===== src/rtl/virgule_pkg.sv =====
// rtl/virgule_pkg.sv - shared types and constants for the Virgule core
//
// Purpose: word type, M-extension operation encoding, multiply/divide
// sequencer states and the operand signedness helpers used by muldiv_unit.
// Ports: none (package).

package virgule_pkg;

  typedef logic [31:0] word_t;

  // Encoded as RV32M funct3.
  typedef enum logic [2:0] {
    MUL    = 3'd0,
    MULH   = 3'd1,
    MULHSU = 3'd2,
    MULHU  = 3'd3,
    DIV    = 3'd4,
    DIVU   = 3'd5,
    REM    = 3'd6,
    REMU   = 3'd7
  } muldiv_fn_t;

  typedef enum logic [1:0] {
    IDLE,
    RUN,
    FIX
  } muldiv_state_t;

  localparam int muldiv_steps = 32;

  // funct7 that selects the M extension under opcode OP.
  localparam logic [6:0] funct7_muldiv = 7'b0000001;

  // MUL only needs the low product word, which is identical for signed and
  // unsigned operands, so it is handled as unsigned.
  function automatic logic xs1_is_signed(muldiv_fn_t f);
    return f inside {MULH, MULHSU, DIV, REM};
  endfunction

  function automatic logic xs2_is_signed(muldiv_fn_t f);
    return f inside {MULH, DIV, REM};
  endfunction

endpackage


===== src/rtl/muldiv_unit.sv =====
// rtl/muldiv_unit.sv - multi-cycle RV32M multiply/divide execution unit
//
// Purpose: shift-add multiply and restoring divide on operand magnitudes,
// 32 iterations through one shared 33-bit adder, then one sign-fix cycle.
// Constant 33-cycle latency for every operation.
// Ports:
//   clk, reset     clock, synchronous active-high reset
//   start          request; fn/xs1/xs2 sampled when idle
//   fn             operation (RV32M funct3)
//   xs1, xs2       operands from register_unit
//   busy           operation in progress, start ignored
//   done           one-cycle pulse, result valid from this cycle
//   result         result, held until the next operation completes

module muldiv_unit
  import virgule_pkg::*;
(
  input  logic       clk,
  input  logic       reset,
  input  logic       start,
  input  muldiv_fn_t fn,
  input  word_t      xs1,
  input  word_t      xs2,
  output logic       busy,
  output logic       done,
  output word_t      result
);

  muldiv_state_t state_q, state_d;
  muldiv_fn_t    fn_q;
  logic          neg_a_q, neg_b_q;
  word_t         hi_q, lo_q, b_q;
  logic [4:0]    count_q;

  logic  xs1_neg, xs2_neg;
  word_t xs1_mag, xs2_mag;
  logic  is_div;

  assign xs1_neg = xs1_is_signed(fn) & xs1[31];
  assign xs2_neg = xs2_is_signed(fn) & xs2[31];
  assign xs1_mag = xs1_neg ? -xs1 : xs1;
  assign xs2_mag = xs2_neg ? -xs2 : xs2;
  assign is_div  = fn_q[2];

  // Shared adder: multiply adds the multiplier to hi when lo[0] is set;
  // divide subtracts the divisor from the left-shifted {hi, lo[31]}.
  logic [32:0] add_a, add_b, add_sum;
  logic        add_cin;
  logic        commit;

  always_comb begin
    add_a   = {1'b0, hi_q};
    add_b   = lo_q[0] ? {1'b0, b_q} : 33'd0;
    add_cin = 1'b0;
    if (is_div) begin
      add_a   = {hi_q, lo_q[31]};
      add_b   = ~{1'b0, b_q};
      add_cin = 1'b1;
    end
  end

  assign add_sum = add_a + add_b + {32'd0, add_cin};
  // A shifted partial remainder with bit 32 set already exceeds any divisor,
  // so the wrapped sign bit of the difference is only meaningful otherwise.
  assign commit  = add_a[32] | ~add_sum[32];

  // Sign correction. A zero divisor leaves hi = |xs1| and lo = all ones, so
  // the remainder comes out as xs1 naturally; only the quotient is forced.
  logic [63:0] prod, prod_fix;
  word_t       quot, rem, fix_result;

  assign prod     = {hi_q, lo_q};
  assign prod_fix = (neg_a_q ^ neg_b_q) ? -prod : prod;
  assign quot     = (b_q == '0) ? '1 : ((neg_a_q ^ neg_b_q) ? -lo_q : lo_q);
  assign rem      = neg_a_q ? -hi_q : hi_q;

  always_comb begin
    fix_result = rem;
    case (fn_q)
      MUL:                  fix_result = prod_fix[31:0];
      MULH, MULHSU, MULHU:  fix_result = prod_fix[63:32];
      DIV, DIVU:            fix_result = quot;
      default:              fix_result = rem;
    endcase
  end

  always_comb begin
    state_d = state_q;
    case (state_q)
      IDLE:    if (start) state_d = RUN;
      RUN:     if (count_q == 5'(muldiv_steps - 1)) state_d = FIX;
      FIX:     state_d = IDLE;
      default: state_d = IDLE;
    endcase
  end

  always_ff @(posedge clk) begin
    if (reset) state_q <= IDLE;
    else       state_q <= state_d;
  end

  always_ff @(posedge clk) begin
    if (reset) begin
      fn_q    <= MUL;
      neg_a_q <= 1'b0;
      neg_b_q <= 1'b0;
      hi_q    <= '0;
      lo_q    <= '0;
      b_q     <= '0;
      count_q <= '0;
      done    <= 1'b0;
      result  <= '0;
    end else begin
      done <= 1'b0;
      case (state_q)
        IDLE: begin
          if (start) begin
            fn_q    <= fn;
            neg_a_q <= xs1_neg;
            neg_b_q <= xs2_neg;
            hi_q    <= '0;
            lo_q    <= xs1_mag;
            b_q     <= xs2_mag;
            count_q <= '0;
          end
        end
        RUN: begin
          count_q <= count_q + 5'd1;
          if (is_div) begin
            hi_q <= commit ? add_sum[31:0] : {hi_q[30:0], lo_q[31]};
            lo_q <= {lo_q[30:0], commit};
          end else begin
            hi_q <= add_sum[32:1];
            lo_q <= {add_sum[0], lo_q[31:1]};
          end
        end
        FIX: begin
          result <= fix_result;
          done   <= 1'b1;
        end
        default: ;
      endcase
    end
  end

  assign busy = (state_q != IDLE);

endmodule


===== config.mk =====
export PLATFORM = sky130hd
export DESIGN_NAME = muldiv_unit
export DESIGN_NICKNAME = d
export VERILOG_FILES = /design/src/rtl/virgule_pkg.sv /design/src/rtl/muldiv_unit.sv
export SDC_FILE = /design/constraint.sdc
export NUM_CORES = 1
export LEC_CHECK = 0
export CAP_MARGIN = 20
export CORE_MARGIN = 3
export CORE_UTILIZATION = 55
export CTS_CLUSTER_DIAMETER = 80
export DETAILED_ROUTE_END_ITERATION = 8
export DONT_BUFFER_PORTS = 1
export GPL_ROUTABILITY_DRIVEN = 0
export HOLD_SLACK_MARGIN = 0.03
export PLACE_DENSITY = 0.74
export SLEW_MARGIN = 20
export SYNTH_ARGS = -nofsm -noshare
export SYNTH_HDL_FRONTEND = slang
export SYNTH_SLANG_ARGS = --single-unit

===== constraint.sdc =====
create_clock -name clk -period 4.25 [get_ports clk]
set_input_delay 1.275 -clock clk [delete_from_list [all_inputs] [get_ports clk]]
set_output_delay 1.275 -clock clk [all_outputs]
set_load 0.05 [all_outputs]

# After elaboration in Yosys (flattened, before gate mapping)
# Index checks and enable logic that the tools add are counted.
[op_classes]
n_addsub = 8
multipliers = 0
n_div = 0
order_cmp = 0
n_eq_ne = 14
shift = 0
mux = 24
n_bitwise = 6
reduce_logical = 12
[ops]
columns = ["operator", "count"]
rows = [
  ["2-to-1 mux 32 bit", 11],
  ["negation 32 bit", 4],
  ["one-hot mux 32 bit (2 select lines)", 2],
  ["one-hot mux 32 bit (3 select lines)", 1],
  ["2-to-1 mux 33 bit", 2],
  ["2-to-1 mux 64 bit", 1],
  ["negation 64 bit", 1],
  ["adder 33 x 1 -> 33 bit", 1],
  ["adder 33 bit", 1],
  ["NOT 32 -> 33 bit", 1],
  ["logical NOT 32 bit", 1],
  ["== test 3 bit, second input constant", 4],
  ["one-hot mux 5 bit (2 select lines)", 1],
  ["== test 3 x 2 -> 1 bit, second input constant", 3],
  ["== test 3 x 1 -> 1 bit, second input constant", 2],
  ["AND reduction 2 bit", 3],
  ["adder 5 x 1 -> 5 bit, second input constant", 1],
  ["== test 5 bit, second input constant", 1],
  ["2-to-1 mux 5 bit", 1],
  ["2-to-1 mux 2 bit", 2],
  ["!= test 2 bit, second input constant", 2],
  ["one-hot mux 2 bit (2 select lines)", 1],
  ["nonzero test 2 bit", 2],
  ["nonzero test 4 bit", 1],
  ["other kinds (12)", 14],
]
[word_totals]
regBits = 141
latch_bits = 0
mem_bits_rw = 0
mem_bits_ro = 0
in_bits = 70
output_inout_bits = 34
wordCells = 74
memories = 0

# Depth between registers and ports, before layout
# Gate-level depths: netlist of run 1.
[depth]
word_depth = 9
depth_mapped = 19

# Worst setup path after synthesis of run 1
# OpenSTA, ideal clock, no wires.
[synth_path]
kind = "register -> register"
from = "register fn_q[2]"
to = "register hi_q[25]"
setup_ns = 0.117
arrival_ns = 4.365
required_ns = 4.133
slack_ns = -0.233
path_stages_with_launch = 17
path_buffers = 7
synth_period_minus_slack_ns = 4.483
cell_sequence = "dfxtp_1 > clkbuf_1 > clkbuf_1 > clkbuf_1 > clkbuf_1 > mux2_2 > ha_1 > clkbuf_1 > a21oi_1 > o21bai_1 > a211o_1 > a2111o_1 > or2_1 > clkbuf_1 > buf_2 > o22a_1 > a32o_1"
[synth_via]
elab_chain_cells = 8
elab_cells_between_ends = 10
[synth_lines]
columns = ["element", "line", "text"]
rows = [
  ["start: declaration", "muldiv_unit.sv:30", "muldiv_fn_t fn_q;"],
  ["start signal: assignment", "muldiv_unit.sv:118", "fn_q <= fn;"],
  ["2-to-1 mux 33 bit", "muldiv_unit.sv:55", "if (is_div) begin"],
  ["adder 33 bit", "muldiv_unit.sv:62", "assign add_sum = add_a + add_b + {32'd0, add_cin};"],
  ["adder 33 x 1 -> 33 bit", "muldiv_unit.sv:62", ""],
  ["NOT 1 bit", "muldiv_unit.sv:65", "assign commit = add_a[32] | ~add_sum[32];"],
  ["bitwise OR 1 bit", "muldiv_unit.sv:65", ""],
  ["2-to-1 mux 32 bit", "muldiv_unit.sv:130", "hi_q <= commit ? add_sum[31:0] : {hi_q[30:0], lo_q[31]};"],
  ["2-to-1 mux 32 bit (*)", "muldiv_unit.sv:129", "if (is_div) begin"],
  ["one-hot mux 32 bit (2 select lines) (*)", "muldiv_unit.sv:115", "case (state_q)"],
  ["end signal: assignment", "muldiv_unit.sv:130", ""],
  ["end signal: assignment", "muldiv_unit.sv:133", "hi_q <= add_sum[32:1];"],
  ["end: declaration", "muldiv_unit.sv:32", "word_t hi_q, lo_q, b_q;"],
]
# Every way passes the cells marked *; elsewhere a longest branch is shown, timed or not.
# A chain may end at the register's enable or synchronous reset.

# Final worst setup path of run 1
[layout_path]
from = "register lo_q[0]"
to = "register hi_q[30]"
[layout_via]
elab_chain_cells = 9
[layout_lines]
columns = ["element", "line", "text"]
rows = [
  ["start: declaration", "muldiv_unit.sv:32", ""],
  ["start signal: assignment", "muldiv_unit.sv:122", "lo_q <= xs1_mag;"],
  ["start signal: assignment", "muldiv_unit.sv:131", "lo_q <= {lo_q[30:0], commit};"],
  ["start signal: assignment", "muldiv_unit.sv:134", "lo_q <= {add_sum[0], lo_q[31:1]};"],
  ["2-to-1 mux 32 bit (*)", "muldiv_unit.sv:53", "add_b = lo_q[0] ? {1'b0, b_q} : 33'd0;"],
  ["2-to-1 mux 33 bit (*)", "muldiv_unit.sv:55", ""],
  ["adder 33 bit (*)", "muldiv_unit.sv:62", ""],
  ["adder 33 x 1 -> 33 bit (*)", "muldiv_unit.sv:62", ""],
  ["NOT 1 bit", "muldiv_unit.sv:65", ""],
  ["bitwise OR 1 bit", "muldiv_unit.sv:65", ""],
  ["2-to-1 mux 32 bit", "muldiv_unit.sv:130", ""],
  ["2-to-1 mux 32 bit (*)", "muldiv_unit.sv:129", ""],
  ["one-hot mux 32 bit (2 select lines) (*)", "muldiv_unit.sv:115", ""],
]
# Marked as above.

==> results of run 1 <==
==> power breakdown <==
part	switching (mW)	internal, mW	total (mW)
clock network	0.654	0.896	1.55
registers	0.149	1.40	1.55
logic	0.726	0.442	1.17
==> flip-flops by register name, indices dropped and copies added (netlist names) <==
name	count
neg_b_q	1
lo_q	32
count_q	5
state_q	2
fn_q	3
neg_a_q	1
done	1
result	32
b_q	32
hi_q	32
==> per-layer routing <==
layer | global-route usage | vias up | wire, um
met5 | 0 | - | 0
met2 | 0.4452 | 630 | 16260
met1 | 0.4345 | 5835 | 16950
met4 | 0.1074 | 0 | 1204
met3 | 0.07919 | 111 | 4079
li1 | - | 6051 | -
==> path summary, 6_finish.rpt <==
kind	from	end	slack [ns]	depth (start not counted)
max reg2reg	lo_q[0]	hi_q[30]	0.36	16
min	count_q[4]	count_q[4]	0.47	2
max	lo_q[0]	hi_q[30]	0.36	16
min reg2reg	count_q[4]	count_q[4]	0.47	2
==> logic make-up after synthesis <==
logic type | after synthesis | share of synthesized area
and+or+nand+nor | 569 | 0.2159
AOI/OAI and AO/OA | 551 | 0.2860
xor gates and xnor gates | 169 | 0.1179
buffers and inverters | 185 | 0.05881
muxes | 66 | 0.05552
DFF | 141 | 0.2249
adders and majority gates | 40 | 0.04106
==> worst max-delay path, cell delays in order, from the launching register on <==
cell      delay [ns]
dfxtp_1         0.42
inv_1           0.15
nor2_2          0.13
buf_4           0.32
nand2_1         0.08
o21ai_0         0.12
inv_1           0.09
fa_1            0.44
nand2b_1        0.19
a21oi_1         0.37
o2111a_1        0.32
nor4_1          0.09
buf_4           0.14
o31ai_1         0.41
xnor2_1         0.20
o22ai_1         0.10
o31ai_1         0.22
==> through the flow <==
step	area [um^2]	total power [mW]	utilization	instances
final	13180	4.268	0.5967	1911
after global routing	13180	4.458	0.5967	1911
after CTS	13180	4.230	0.5967	1911
after detailed placement	12590	2.705	0.5697	1879
after global placement	12580	2.683	0.5695	1879
after floorplan	12560	2.433	-	1721
==> placed cells by master, fill, tap and decap left out, drive strengths merged, types with 12 or more instances in the layout <==
cell type  synthesis  layout
a22o              18      18
inv               28      34
o211ai            13      13
nor2             145     145
a21oi            135     135
clkbuf           133      19
ha                38      38
buf               24      35
nand2b            17      17
mux2              29      29
o221ai            14      14
xor2              81      81
or3               30      30
nand2            208     208
nand3             18      18
mux2i             37      37
dfxtp            141     141
and2              14      14
o31ai             20      20
a31oi             17      17
nand4             14      14
a221oi            21      21
a211oi            59      59
o21ai            155     155
a21o              13      13
xnor2             88      88
nor3              41      41
nor4              31      31
or4               12      12
==> layout make-up <==
| cell class | count | area, um^2 |
|---|---|---|
| Inverter | 28 | 105.1 |
| Clock buffer | 19 | 442.9 |
| Tap cell | 280 | 350.3 |
| Fill cell | 2029 | 8910 |
| Clock inverter | 13 | 155.1 |
| Timing Repair Buffer | 35 | 275.3 |
| Multi-Input combinational cell | 1395 | 9029 |
| Sequential cell | 141 | 2826 |
==> flow_summary.toml, run 1 <==
[floorplan]
initial_utilization = 0.5682
ioPinCount = 104
row_count = 54
die_area_um2 = 24670
die_h_um = 157.1
core_area_um2 = 22090
die_x_um = 157.1

[sta]
fin_tns_setup_ns = 0
relSlewSlack = 0.2330
finClkSkew_ns = 0.009734
tightest_slew_ns = 1.140
finalWorstSetupSlack_ns = 0.3594
final_max_slew_viol_count = 0
max_freq_mhz = 257.0
rsz0062_at_grt = "false"
period_needed_ns = 3.891
worst_hold_slack_ns = 0.4662
period_share = 0.9154
hold_violations = 0
finalSetupViolCount = 0

[worst_setup_path]
worstSetupPathType = "reg -> reg"
cp.required_ns = 4.60
arrival_ns = 4.24
start_kind = "flop"
setup.worst_path.end_class = "flop"
critPathMaxFanout = 31

[finish]
area_growth_pct = 5.023
finalNetCount = 1728
n_antenna_cell = 0
drive_gt1_frac = 0.08277

[yosys]
yosys-top-cells-count = "nand2_1, o21ai_0, nor2_1"
yosysTopAreaCellShare = 0.2249
synth_cell_type_count = 78
synth_area_um2 = 12550
synth-async-reset-ratio = 0
yosysSeqAreaShare = 0.2249
syn_inst = 1721
synth_top_area_cell = "dfxtp_1"
avgSynthCellArea_um2 = 7.294
yosysMostFrequentCell = "nand2_1"
synthTopCellsByArea = "dfxtp_1, nand2_1, xnor2_1"
synth-edff-count = 0
synth_ff_type = "dfxtp_1"
synth_nets = 1831
synth_warnings = 0
yosys_register_bits = 141

[drt]
vias = 12630
drc = 1
detail_route.wirelength_mm = 38.49
drt_iter0_markers = 1440
routedWlPerCell_um = 20.14
drtAntennaViolNets = 0
avgViaCountPerCell = 6.608
drt_pass1_iterations = 8

[global_route]
grt_max_degree = 101
antenna_found_initial = 0
grt_pass1_vias = 11580
grt_pass1_wl_mm = 61.18
grt-ovfl-total = 0
track_usage = 0.3050

[clock_tree]
clkTransAtPathRegs_ns = 0.06
cts_buffer_depth = 2
holdBufCountCts = 0
cts_tree = "done"
root_buffer = "clkbuf_16"
cts_made_buffers = 17
cts_sinks = 141
cts_resized = 0
clk_latency_ns = 0.44
htree_levels = 4
post_cts_buffers = 0

[power]
vdd_drop_max_mv = 0.2457
leakagePower_nw = 4.929
power_density_nw_per_um2 = 323.7

[place]
port_buffers = 0
detailed_place_hpwl_mm = 28.34
post-place-ws_ns = 0.2784

[outcome]
violations = "DRC"
status = "complete, but fails checks"

[worst_hold_path]
hold_class = "reg -> reg"

[job]
maxCapViolations = 0
(Power assumes the default switching activity.)
==> run 2, diff against run 1 <==
Clock period 4.25 ns to 3.35 ns, I/O delays scaled along.
==> run 2 against run 1 <==
The run ends with setup timing left; design area rose by 17%; total power rose by 37%; sequential power rose by 25%; critical path type unchanged; critical endpoint is now hi_q[12]; largest cell class unchanged.
==> flow_summary.toml, run 2 (synthesized netlist as in run 1, its figures left out) <==
[outcome]
status = "complete, but fails checks"
violations = "setup timing"

[worst_setup_path]
r2r_setup_slack_ns = -0.02
start_kind = "flop"
r2r_end = "hi_q[12]"
critPathMaxFanout = 10
setup.worst_path.end_class = "flop"
worstSetupStartpoint = "fn_q[2]"
r2r_cells = 14
crit_end = "hi_q[12]"
arrival_ns = 3.69
r2r_start = "fn_q[2]"
cp.required_ns = 3.67
worstSetupPathType = "reg -> reg"

[power]
vdd_drop_max_mv = 0.3597
power_mw = 5.841
power_density_nw_per_um2 = 377.9
leakagePower_nw = 5.972

[drt]
drtAntennaViolNets = 0
drt_iter0_markers = 1474
drt_pass1_iterations = 8
avgViaCountPerCell = 6.608
vias = 13820
drc = 0
routedWlPerCell_um = 20.80
detail_route.wirelength_mm = 43.49

[place]
detailed_place_hpwl_mm = 30.72
place_area_um2 = 13900
post-place-ws_ns = -0.2518
port_buffers = 0

[floorplan]
die_area_um2 = 24670
initial_utilization = 0.5682
core_area_um2 = 22090
die_x_um = 157.1
row_count = 54
die_h_um = 157.1
ioPinCount = 104

[global_route]
antenna_found_initial = 0
track_usage = 0.3260
grt_pass1_wl_mm = 65.05
grt_pass1_vias = 12340
grt_max_degree = 101
grt-ovfl-total = 0

[sta]
tightest_slew_ns = 1.126
hold_violations = 0
final_max_slew_viol_count = 0
finClkSkew_ns = 0.01008
period_share = 1.005
finalWorstSetupSlack_ns = -0.01831
rsz0062_at_grt = "true"
period_needed_ns = 3.368
relSlewSlack = 0.2427
finalSetupViolCount = 4
fin_tns_setup_ns = -0.05535
max_freq_mhz = 296.9

[finish]
final_cell_mix = "nand2_1, buf_4, nor2_1"
layout_commonest_cell = "nand2_1"
design_area_um2 = 15460
post-route-util = 0.6996
area_growth_pct = 23.13
drive_gt1_frac = 0.2231
nFillCells = 1738
finalNetCount = 1908
n_antenna_cell = 0

[worst_hold_path]
hold_class = "reg -> reg"

[clock_tree]
clk_latency_ns = 0.44
cts_made_buffers = 17
root_buffer = "clkbuf_16"
cts_sinks = 141
cts_buffer_depth = 2
htree_levels = 4
cts_tree = "done"
clkTransAtPathRegs_ns = 0.07

[job]
maxCapViolations = 0
run 2: cell types whose count changed in the layout (fill, tap and decap cells not counted), sizes merged:
cell and delta:
inv -2, bufinv +1, clkinv +4, clkinvlp -2, clkbuf +6, buf +173
run 2: layout make-up:
class                   instances  area (um^2)  area share
flip-flops and latches        141         2828      0.1829
inverters                      28        107.6    0.006961
repair buffers                215         1898      0.1228
clock buffers                  18        439.2     0.02841
multi-input cells            1395         9652      0.6244
clock inverters                14        182.7     0.01182
well taps                     280        350.3     0.02266
run 2: routing by layer:
metal / global-route usage / vias to the layer above / share of wire
met3: 0.07286 / 174 / 0.10
met2: 0.4986 / 827 / 0.44
li1: - / 6429 / -
met5: 0 / - / 0
met4: 0.1244 / 0 / 0.043
met1: 0.4491 / 6387 / 0.42
run 2: timing repair:
action,4_1_cts,5_1_grt
hold buffers,0,0
setup buffers,0,27
cloned,1,8
pin swaps,0,52
setup endpoints to repair,27,34
resized for setup,9,114
run 2: worst min path at each step:
stage	slack, ns	startpoint	cells after the start	to
final	0.45	count_q[3]	1	count_q[3]
after global routing	0.49	count_q[3]	1	count_q[3]
after CTS	0.46	count_q[3]	1	count_q[3]
after detailed placement	0.45	count_q[3]	1	count_q[3]
after global placement	0.44	count_q[3]	1	count_q[3]
after floorplan	0.43	count_q[3]	1	count_q[3]
run 2: worst max-delay path, cell delays in order (launching register included):
cell and delay (ns):
dfxtp_4 0.43, buf_12 0.16, buf_12 0.11, clkbuf_16 0.13
mux2_2 0.37, ha_4 0.25, o21a_1 0.18, o21ai_2 0.20
nor2_2 0.06, a2111o_1 0.42, or2_4 0.32, clkbuf_16 0.19
o221a_2 0.26, o21ai_1 0.09, a21oi_1 0.09
run 2: power by group:
group / switching (mW) / leakage [nW] / internal, mW / total (mW)
Clock: 0.832 / 0.306 / 1.21 / 2.04
Sequential: 0.158 / 1.15 / 1.78 / 1.94
Combinational: 1.07 / 4.51 / 0.794 / 1.87
Total: 2.06 / 5.97 / 3.78 / 5.84
run 2: stage by stage:
stage	std cells	hold WS, ns
finish	2091	0.4543
global placement	2024	0.4402
floorplan	1721	0.4287
detailed placement	2024	0.4491
CTS	2057	0.4576
global route	2091	0.4895
